$ cat config.mk
export PLATFORM = sky130hd
export DESIGN_NAME = v1_pulse_gen
export DESIGN_NICKNAME = d
export VERILOG_FILES = /design/src/rtl/v1_pulse_gen.sv
export SDC_FILE = /design/constraint.sdc
export NUM_CORES = 1
export LEC_CHECK = 0
export ABC_AREA = 1
export CAP_MARGIN = 10
export CORE_ASPECT_RATIO = 1.25
export CORE_UTILIZATION = 55
export DETAILED_ROUTE_END_ITERATION = 7
export PLACE_DENSITY = 0.74
export SLEW_MARGIN = 30
export SYNTH_ARGS = -nofsm -noshare
export SYNTH_HDL_FRONTEND = slang
export SYNTH_SLANG_ARGS = --single-unit
$ cat constraint.sdc
create_clock -name clk -period 5.45 [get_ports clk]
set_input_delay 1.635 -clock clk [delete_from_list [all_inputs] [get_ports clk]]
set_output_delay 1.635 -clock clk [all_outputs]
set_load 0.01 [all_outputs]
$ cat src/rtl/v1_pulse_gen.sv
// v1_pulse_gen -- synthetic detector-pulse source.
//
// Turns queued event amplitudes into a sampled stream of exponential-tail
// pulses with a linear leading edge, one sample per clock. The output sits
// on a constant baseline, and overlapping pulses pile up. The output format
// matches the trapezoidal shaper input, so this block can stand in for the
// ADC during bring-up and regression.
//
// Ports:
//   clk          clock
//   reset        synchronous reset, active-high
//   ev_valid     event request
//   ev_amp       pulse amplitude in output LSBs
//   ev_ready     event queue can accept (not full)
//   output_data  registered sample stream
//   busy         pulse in progress or events queued
//   fifo_level   number of queued events
//
// Optional build macro:
//   PULSE_GEN_NOISE_EN  adds LFSR dither in -4..+3 LSB to every sample
//                       (16-bit Fibonacci LFSR, taps 16,14,13,11, seed 16'hACE1)

module v1_pulse_gen #(
    parameter int SIZE_IN_DATA = 14,
    parameter int AMP_W        = 14,
    parameter int FRAC         = 8,
    parameter int TAU_SH       = 4,
    parameter int RISE_SH      = 2,
    parameter int HOLDOFF      = 32,
    parameter int FIFO_DEPTH   = 4,
    parameter int BASELINE     = 100
) (
    input  logic                          clk,
    input  logic                          reset,
    input  logic                          ev_valid,
    input  logic [AMP_W-1:0]              ev_amp,
    output logic                          ev_ready,
    output logic [SIZE_IN_DATA-1:0]       output_data,
    output logic                          busy,
    output logic [$clog2(FIFO_DEPTH):0]   fifo_level
);

    localparam int ACC_W    = AMP_W + FRAC + 1;
    localparam int PTR_W    = $clog2(FIFO_DEPTH);
    localparam int LVL_W    = PTR_W + 1;
    localparam int RISE_LEN = 1 << RISE_SH;
    localparam int CNT_W    = (RISE_SH > 0) ? RISE_SH : 1;
    localparam int HOLD_W   = $clog2(HOLDOFF + 1);
    localparam int OUT_MAX  = (1 << SIZE_IN_DATA) - 1;
    // Below this the tail is considered finished and is snapped to zero.
    localparam logic [ACC_W-1:0] DECAY_FLOOR = ACC_W'(1) << (TAU_SH + FRAC);

    typedef enum logic [1:0] {IDLE, RISE, DECAY} state_t;

    state_t                state, state_next;
    logic [ACC_W-1:0]      acc, acc_next;
    logic [ACC_W-1:0]      step_q, pop_step, add_val;
    logic [ACC_W:0]        sum;
    logic [ACC_W-1:0]      sat_sum;
    logic [HOLD_W-1:0]     holdoff;
    logic [CNT_W-1:0]      rise_cnt;
    logic [SIZE_IN_DATA-1:0] sample_next;
    logic signed [31:0]    samp_raw;
    logic signed [31:0]    noise;

    // ---------------------------------------------------------------
    // Event queue
    // ---------------------------------------------------------------
    logic [AMP_W-1:0] mem [FIFO_DEPTH];
    logic [PTR_W-1:0] wr_ptr, rd_ptr;
    logic [LVL_W-1:0] level;
    logic             push, pop;

    assign push = ev_valid && ev_ready;
    // A pulse can start once the previous leading edge is complete and the
    // hold-off window has elapsed; a decaying tail may be piled on.
    assign pop  = (level != '0) && (state != RISE) && (holdoff == '0);

    always_ff @(posedge clk) begin
        if (push) mem[wr_ptr] <= ev_amp;
    end

    always_ff @(posedge clk) begin
        if (reset) begin
            wr_ptr <= '0;
            rd_ptr <= '0;
            level  <= '0;
        end else begin
            if (push) wr_ptr <= wr_ptr + 1'b1;
            if (pop)  rd_ptr <= rd_ptr + 1'b1;
            if (push && !pop)      level <= level + 1'b1;
            else if (pop && !push) level <= level - 1'b1;
        end
    end

    // Per-edge rise increment: amplitude spread evenly over the leading edge.
    assign pop_step = {1'b0, mem[rd_ptr], {FRAC{1'b0}}} >> RISE_SH;

    // ---------------------------------------------------------------
    // Noise source
    // ---------------------------------------------------------------
`ifdef PULSE_GEN_NOISE_EN
    logic [15:0] lfsr;

    always_ff @(posedge clk) begin
        if (reset) lfsr <= 16'hACE1;
        else       lfsr <= {lfsr[14:0], lfsr[15] ^ lfsr[13] ^ lfsr[12] ^ lfsr[10]};
    end

    assign noise = $signed({29'd0, lfsr[2:0]}) - 32'sd4;
`else
    assign noise = '0;
`endif

    // ---------------------------------------------------------------
    // FSM: state register
    // ---------------------------------------------------------------
    always_ff @(posedge clk) begin
        if (reset) state <= IDLE;
        else       state <= state_next;
    end

    // FSM: next state
    always_comb begin
        state_next = state;
        if (pop) begin
            state_next = (RISE_LEN == 1) ? DECAY : RISE;
        end else begin
            case (state)
                RISE:    if (rise_cnt == CNT_W'(1)) state_next = DECAY;
                DECAY:   if (acc < DECAY_FLOOR)     state_next = IDLE;
                default: state_next = state;
            endcase
        end
    end

    // FSM: outputs and next-sample datapath
    always_comb begin
        ev_ready   = (level != LVL_W'(FIFO_DEPTH));
        busy       = (state != IDLE) || (level != '0);
        fifo_level = level;

        // The pop edge is itself the first add of the new leading edge.
        add_val = pop ? pop_step : step_q;
        sum     = {1'b0, acc} + {1'b0, add_val};
        sat_sum = sum[ACC_W] ? '1 : sum[ACC_W-1:0];

        acc_next = acc;
        if (pop || state == RISE) begin
            acc_next = sat_sum;
        end else if (state == DECAY) begin
            // Floor test uses the pre-decay value.
            if (acc < DECAY_FLOOR) acc_next = '0;
            else                   acc_next = acc - (acc >> TAU_SH);
        end else begin
            acc_next = '0;
        end

        samp_raw = BASELINE + $signed(32'(acc_next[ACC_W-1:FRAC])) + noise;
        if (samp_raw < 0)
            sample_next = '0;
        else if (samp_raw > OUT_MAX)
            sample_next = SIZE_IN_DATA'(OUT_MAX);
        else
            sample_next = samp_raw[SIZE_IN_DATA-1:0];
    end

    // ---------------------------------------------------------------
    // Datapath registers
    // ---------------------------------------------------------------
    always_ff @(posedge clk) begin
        if (reset) begin
            acc         <= '0;
            step_q      <= '0;
            holdoff     <= '0;
            rise_cnt    <= '0;
            output_data <= SIZE_IN_DATA'(BASELINE);
        end else begin
            acc         <= acc_next;
            output_data <= sample_next;
            if (pop) begin
                step_q   <= pop_step;
                holdoff  <= HOLD_W'(HOLDOFF - 1);
                rise_cnt <= CNT_W'(RISE_LEN - 1);
            end else begin
                if (holdoff != '0) holdoff  <= holdoff - 1'b1;
                if (state == RISE) rise_cnt <= rise_cnt - 1'b1;
            end
        end
    end

endmodule
==> summary.txt, run 1 <==
Status: finished clean
Cell Area, Synth: 8633 µm²
Tightest Pin Transition: 0.7997 ns
Crit Path Class: flop to flop
Pre-CTS setup slack: 0.8874 ns
CTS tree: done
Total leakage power: 4.704 nW
Core area: 15140 µm²
Final HPWL DP: 16.66 mm
I/O pin cnt: 36
Most used DFF post-synth: dfxtp_1
Total power: 0.006360 W
Layout cells sized above 1: 8.242%
Post-synth top area share: 19.48%
Syn Nets: 1294
Resized Gates After CTS: 0
Yosys reg bits: 135
I/O Buffers: 35
Avg WL per Cell: 14.51 µm
Die width: 114.1 µm
Synth area leaders: edfxtp_1 (19%), dfxtp_1 (18%), nand2_1 (16%), inv_1 (8.2%), ha_1 (7.5%)
Max-slew violation total from the final report: 0
Total grt overflow: 0
Final Hold Viols: 0
CTS Root Cell: clkbuf_16
Vias/cell: 5.279
Post-synth EDFFs: 56
Largest net degree at the start of global routing: 45
Worst skew pair latency: 0.42 ns
Post-Synthesis Cells: 1222
Setup TNS: 0 ns
First-pass GRT wire length: 35.00 mm
Starting Density: 57.02%
CTS H-tree lvls: 4
TritonCTS Sinks: 135
Worst Clk Skew: 0.008454 ns
Slowest stage delay, CP: 0.49 ns
P&R area growth vs syn: 13.29%
Crit path required time: 5.81 ns
Final layout net count: 1333
Crit-path max FO: 22
PD cells: 650.3 nW/µm²
Final period util: 85.45%
Post-Syn Area per Cell: 7.065 µm²
DP Cell Count: 1450
Final Critical Period: 4.657 ns
Critical Path AT: 5.01 ns
Final ANT Viol Nets: 0
Slew margin rel.: 46.63%
# rows: 50
Warnings from Yosys: 0
Antenna cell count: 0
First-iteration detailed-routing DRC count: 410
Final wirelength: 21.51 mm
Via count: 7824
Core Util, Final: 64.60%
Cts bufs inserted: 17
Layout Cells excl Fill: 1482
Max-cap violations: 0
CP Capture Type: flop
Clock Path Buffers: 2
Placer Congestion: 1.001
Slowest CP cell: inv_1
Total track usage: 27.99%
Most common library cells after synthesis: nand2_1 (368), inv_1 (189), nor2_1 (104)
Maximum VDD drop: 0.0003446 V
Antenna violations before repair: 0
Cell variety after synth: 46
RSZ-0062 raised after global routing: no
Area of the die: 16210 µm²
Die Ht: 142.1 µm
Final setup margin: 0.7932 ns
Register area share after synthesis: 37.80%
Crit path launch type: flop
Clock-pin slew on the worst setup and hold paths: 0.06 ns
HP Class: flop to flop
Synth area leader: edfxtp_1
Residual DRC count: 0
Post-CTS setup buffer count: 0
Vias in the first global route: 7506
Cell with the most instances after synthesis: nand2_1
Final setup violation count: 0
Highest clock rate: 214.7 MHz
# hold bufs at CTS: 0
Detailed Routing Iterations Pass 1: 6
Fraction of registers with async set/reset: 0%
## stage by stage
stage                     hold WS [ns]  instance area [µm²]
after detailed placement        0.4272                 9198
final                           0.4351                 9781
after global routing            0.4635                 9781
after floorplan                 0.4164                 8633
after CTS                       0.4357                 9781
after global placement          0.4245                 9198
## where the power goes
| part | leakage [nW] | internal, W | total, W | switching [W] |
|---|---|---|---|---|
| sequential | 1.16 | 0.00126 | 0.00140 | 0.000135 |
| combinational | 3.26 | 0.00125 | 0.00384 | 0.00258 |
| clock | 0.284 | 0.000700 | 0.00113 | 0.000426 |
## cell type report
cell class	count	area [µm²]
clock buffers	21	461.7
clock inverters	11	121.4
fillers	1423	5359
inverters	201	754.5
multi-input cells	863	4509
flip-flops and latches	135	3263
well taps	208	260.3
repair buffers	43	410.4
## cells in the final DEF, fill, tap and decap left out, types with 3 or more instances in the layout
master and n:
edfxtp_1 56, nor2_4 7, a21oi_1 88, inv_1 189, clkdlybuf4s50_1 35, inv_2 11
clkinv_2 3, a221oi_1 4, a211oi_1 3, or2_2 7, nor3_1 8, a22oi_1 13
a21oi_2 4, buf_4 8, nand3_2 8, o21ai_0 33, and2_1 3, clkbuf_16 18
nand4_1 11, nor2_2 3, nand3_1 86, clkbuf_1 3, nand2_2 22, ha_1 52
xnor2_1 3, xor2_1 10, dfxtp_1 79, nand2_1 368, nor2_1 104, fa_1 3
nand3b_1 5
## cells by family after synthesis
family,share of synthesized area [%]
adder cells (fa/ha/maj),8.232
AO/OA/AOI/OAI,10.04
buffers and inverters,9.971
flip-flops,37.80
AND/OR/NAND/NOR,32.64
XOR/XNOR,1.319
## worst max-delay path, delay by kind of cell (launching register included)
family,cells,cell delay [ns]
buf+inv,4,0.69
flops,1,0.36
compound gates,2,0.48
simple gates,17,2.58
fa+ha+maj,2,0.48
## state kept, by name, indices dropped and copies added (netlist names), named ones only
signal / count
mem: 56
acc: 23
step_q: 23
output_data: 14
holdoff: 6
fifo_level: 3
rd_ptr: 2
rise_cnt: 2
state: 2
wr_ptr: 2
## metal layers
layer	part of all wire [%]	global-route usage (%)
met3	3.7	4.983
met1	41	30.59
met4	4.6	15.65
met5	0	0
met2	51	50.75
## path summary, 6_finish.rpt
kind | startpoint | to | slack (ns) | cells after the start
worst max-delay path | state[0] | output_data[9] | 0.79 | 25
worst min register to register | step_q[1] | step_q[1] | 0.44 | 2
worst max register to register | state[0] | output_data[9] | 0.79 | 25
worst min-delay path | step_q[1] | step_q[1] | 0.44 | 2
Note: power is estimated with default switching activity, not from simulation.
==> run 2, diff against run 1 <==
--- a/config.mk
+++ b/config.mk
@@ -10,6 +10,7 @@
 export CORE_ASPECT_RATIO = 1.25
 export CORE_UTILIZATION = 55
 export DETAILED_ROUTE_END_ITERATION = 7
+export MAX_ROUTING_LAYER = met4
 export PLACE_DENSITY = 0.74
 export SLEW_MARGIN = 30
 export SYNTH_ARGS = -nofsm -noshare
==> summary.txt, run 2 (same netlist as run 1, synthesis figures left out) <==
RSZ-0062 raised after global routing: no
Fillers: 1388
Total track usage: 28.83%
I/O Buffers: 35
Tightest Pin Transition: 0.7830 ns
Maximum VDD drop: 0.0003781 V
Crit path launch type: flop
Placer Congestion: 0.9961
Resized Gates After CTS: 0
Cell Area, Placed: 9198 µm²
Final ANT Viol Nets: 0
Detailed Routing Iterations Pass 1: 5
Final period util: 86.26%
First-iteration detailed-routing DRC count: 470
First-pass GRT wire length: 34.76 mm
Core area: 15140 µm²
Crit-path max FO: 28
# hold bufs at CTS: 0
Largest net degree at the start of global routing: 45
Total power: 0.006416 W
Starting Density: 57.02%
Crit path required time: 5.81 ns
Most used cell, CP: nand2_1
Multi-input logic area: 4509 µm²
Antenna violations before repair: 0
CTS Root Cell: clkbuf_16
Area of the die: 16210 µm²
Vias/cell: 5.246
Total grt overflow: 0
Die width: 114.1 µm
Clock-pin slew on the worst setup and hold paths: 0.06 ns
HP Class: flop to flop
Worst Clk Skew: 0.01526 ns
PD cells: 654.3 nW/µm²
CTS H-tree lvls: 4
TritonCTS Sinks: 135
Setup TNS: 0 ns
Slowest CP cell: clkinv_1
Max-slew violation total from the final report: 0
Die Ht: 142.1 µm
P&R area growth vs syn: 13.58%
Via count: 7770
Post-route design area: 9806 µm²
Max-cap violations: 0
Final setup violation count: 0
Residual DRC count: 0
CTS tree: done
Commonest cells after routing, fill and taps aside: nand2_1 (368), inv_1 (189), nor2_1 (104)
Critical Path AT: 5.07 ns
Final wirelength: 21.56 mm
# rows: 50
Slowest stage delay, CP: 0.61 ns
Post-CTS setup buffer count: 0
Clock Path Buffers: 2
Final HPWL DP: 16.72 mm
Total leakage power: 4.711 nW
Most common cell after layout, fill and taps aside: nand2_1
Vias in the first global route: 7326
Avg WL per Cell: 14.56 µm
Final Hold Viols: 0
Layout cells sized above 1: 8.248%
I/O pin cnt: 36
Final layout net count: 1333
Largest regs: mem x56, acc x23, step_q x23
Top reg by flops: mem
Slew margin rel.: 47.75%
Worst skew pair latency: 0.43 ns
Final Critical Period: 4.701 ns
Highest clock rate: 212.7 MHz
Crit Path Class: flop to flop
Max reg flops: 56
Status: finished clean
CP Capture Type: flop
Cts bufs inserted: 17
Sequential Area: 3263 µm²
Antenna cell count: 0
-- run 2: cell type report --
class,count,area share [%]
multi-input cells,863,45.99
flip-flops and latches,135,33.28
inverters,201,7.694
clock buffers,19,4.415
repair buffers,43,4.185
well taps,208,2.654
clock inverters,12,1.786
-- run 2: final timing paths --
| kind | from | to | slack (ns) | depth (start not counted) |
|---|---|---|---|---|
| hold / removal | step_q[5] | step_q[5] | 0.44 | 2 |
| setup / recovery | flop | output_data[1] | 0.75 | 26 |
| setup reg to reg | flop | output_data[1] | 0.75 | 26 |
| hold reg to reg | step_q[5] | step_q[5] | 0.44 | 2 |
-- run 2: metrics by stage --
step                utilization, %  hold WS [ns]  std cells  setup slack, ns
floorplan                        -        0.4164       1222            1.701
global placement             60.75        0.4240       1450            1.020
detailed placement           60.75        0.4275       1450           0.8557
CTS                          64.77        0.4363       1481           0.7722
global route                 64.77        0.4713       1481           0.2121
finish                       64.77        0.4360       1481           0.7486
-- run 2: per-layer routing --
layer  vias up  wire [µm]  global-route usage, %  part of all wire [%]
met5         -          0                      -                     0
met4         0        838                  14.35                   3.9
met3        47        875                  4.685                   4.1
met2       196      10990                  51.29                    51
met1      3536       8855                  30.86                    41
li1       3991          -                      -                     -
-- run 2: power breakdown --
group,internal [W],leakage [nW],switching [W]
Sequential,0.00126,1.16,0.000137
Clock,0.000762,0.291,0.000429
Combinational,0.00126,3.26,0.00257
Total,0.00328,4.71,0.00314
-- run 2: worst max-delay path, delay by kind of cell (launching register included) --
kind	cells	cell delay, ns
AOI/OAI and AO/OA	2	0.56
adders and majority gates	2	0.56
buffers and inverters	3	0.71
DFF	1	0.33
and+or+nand+nor	19	2.47
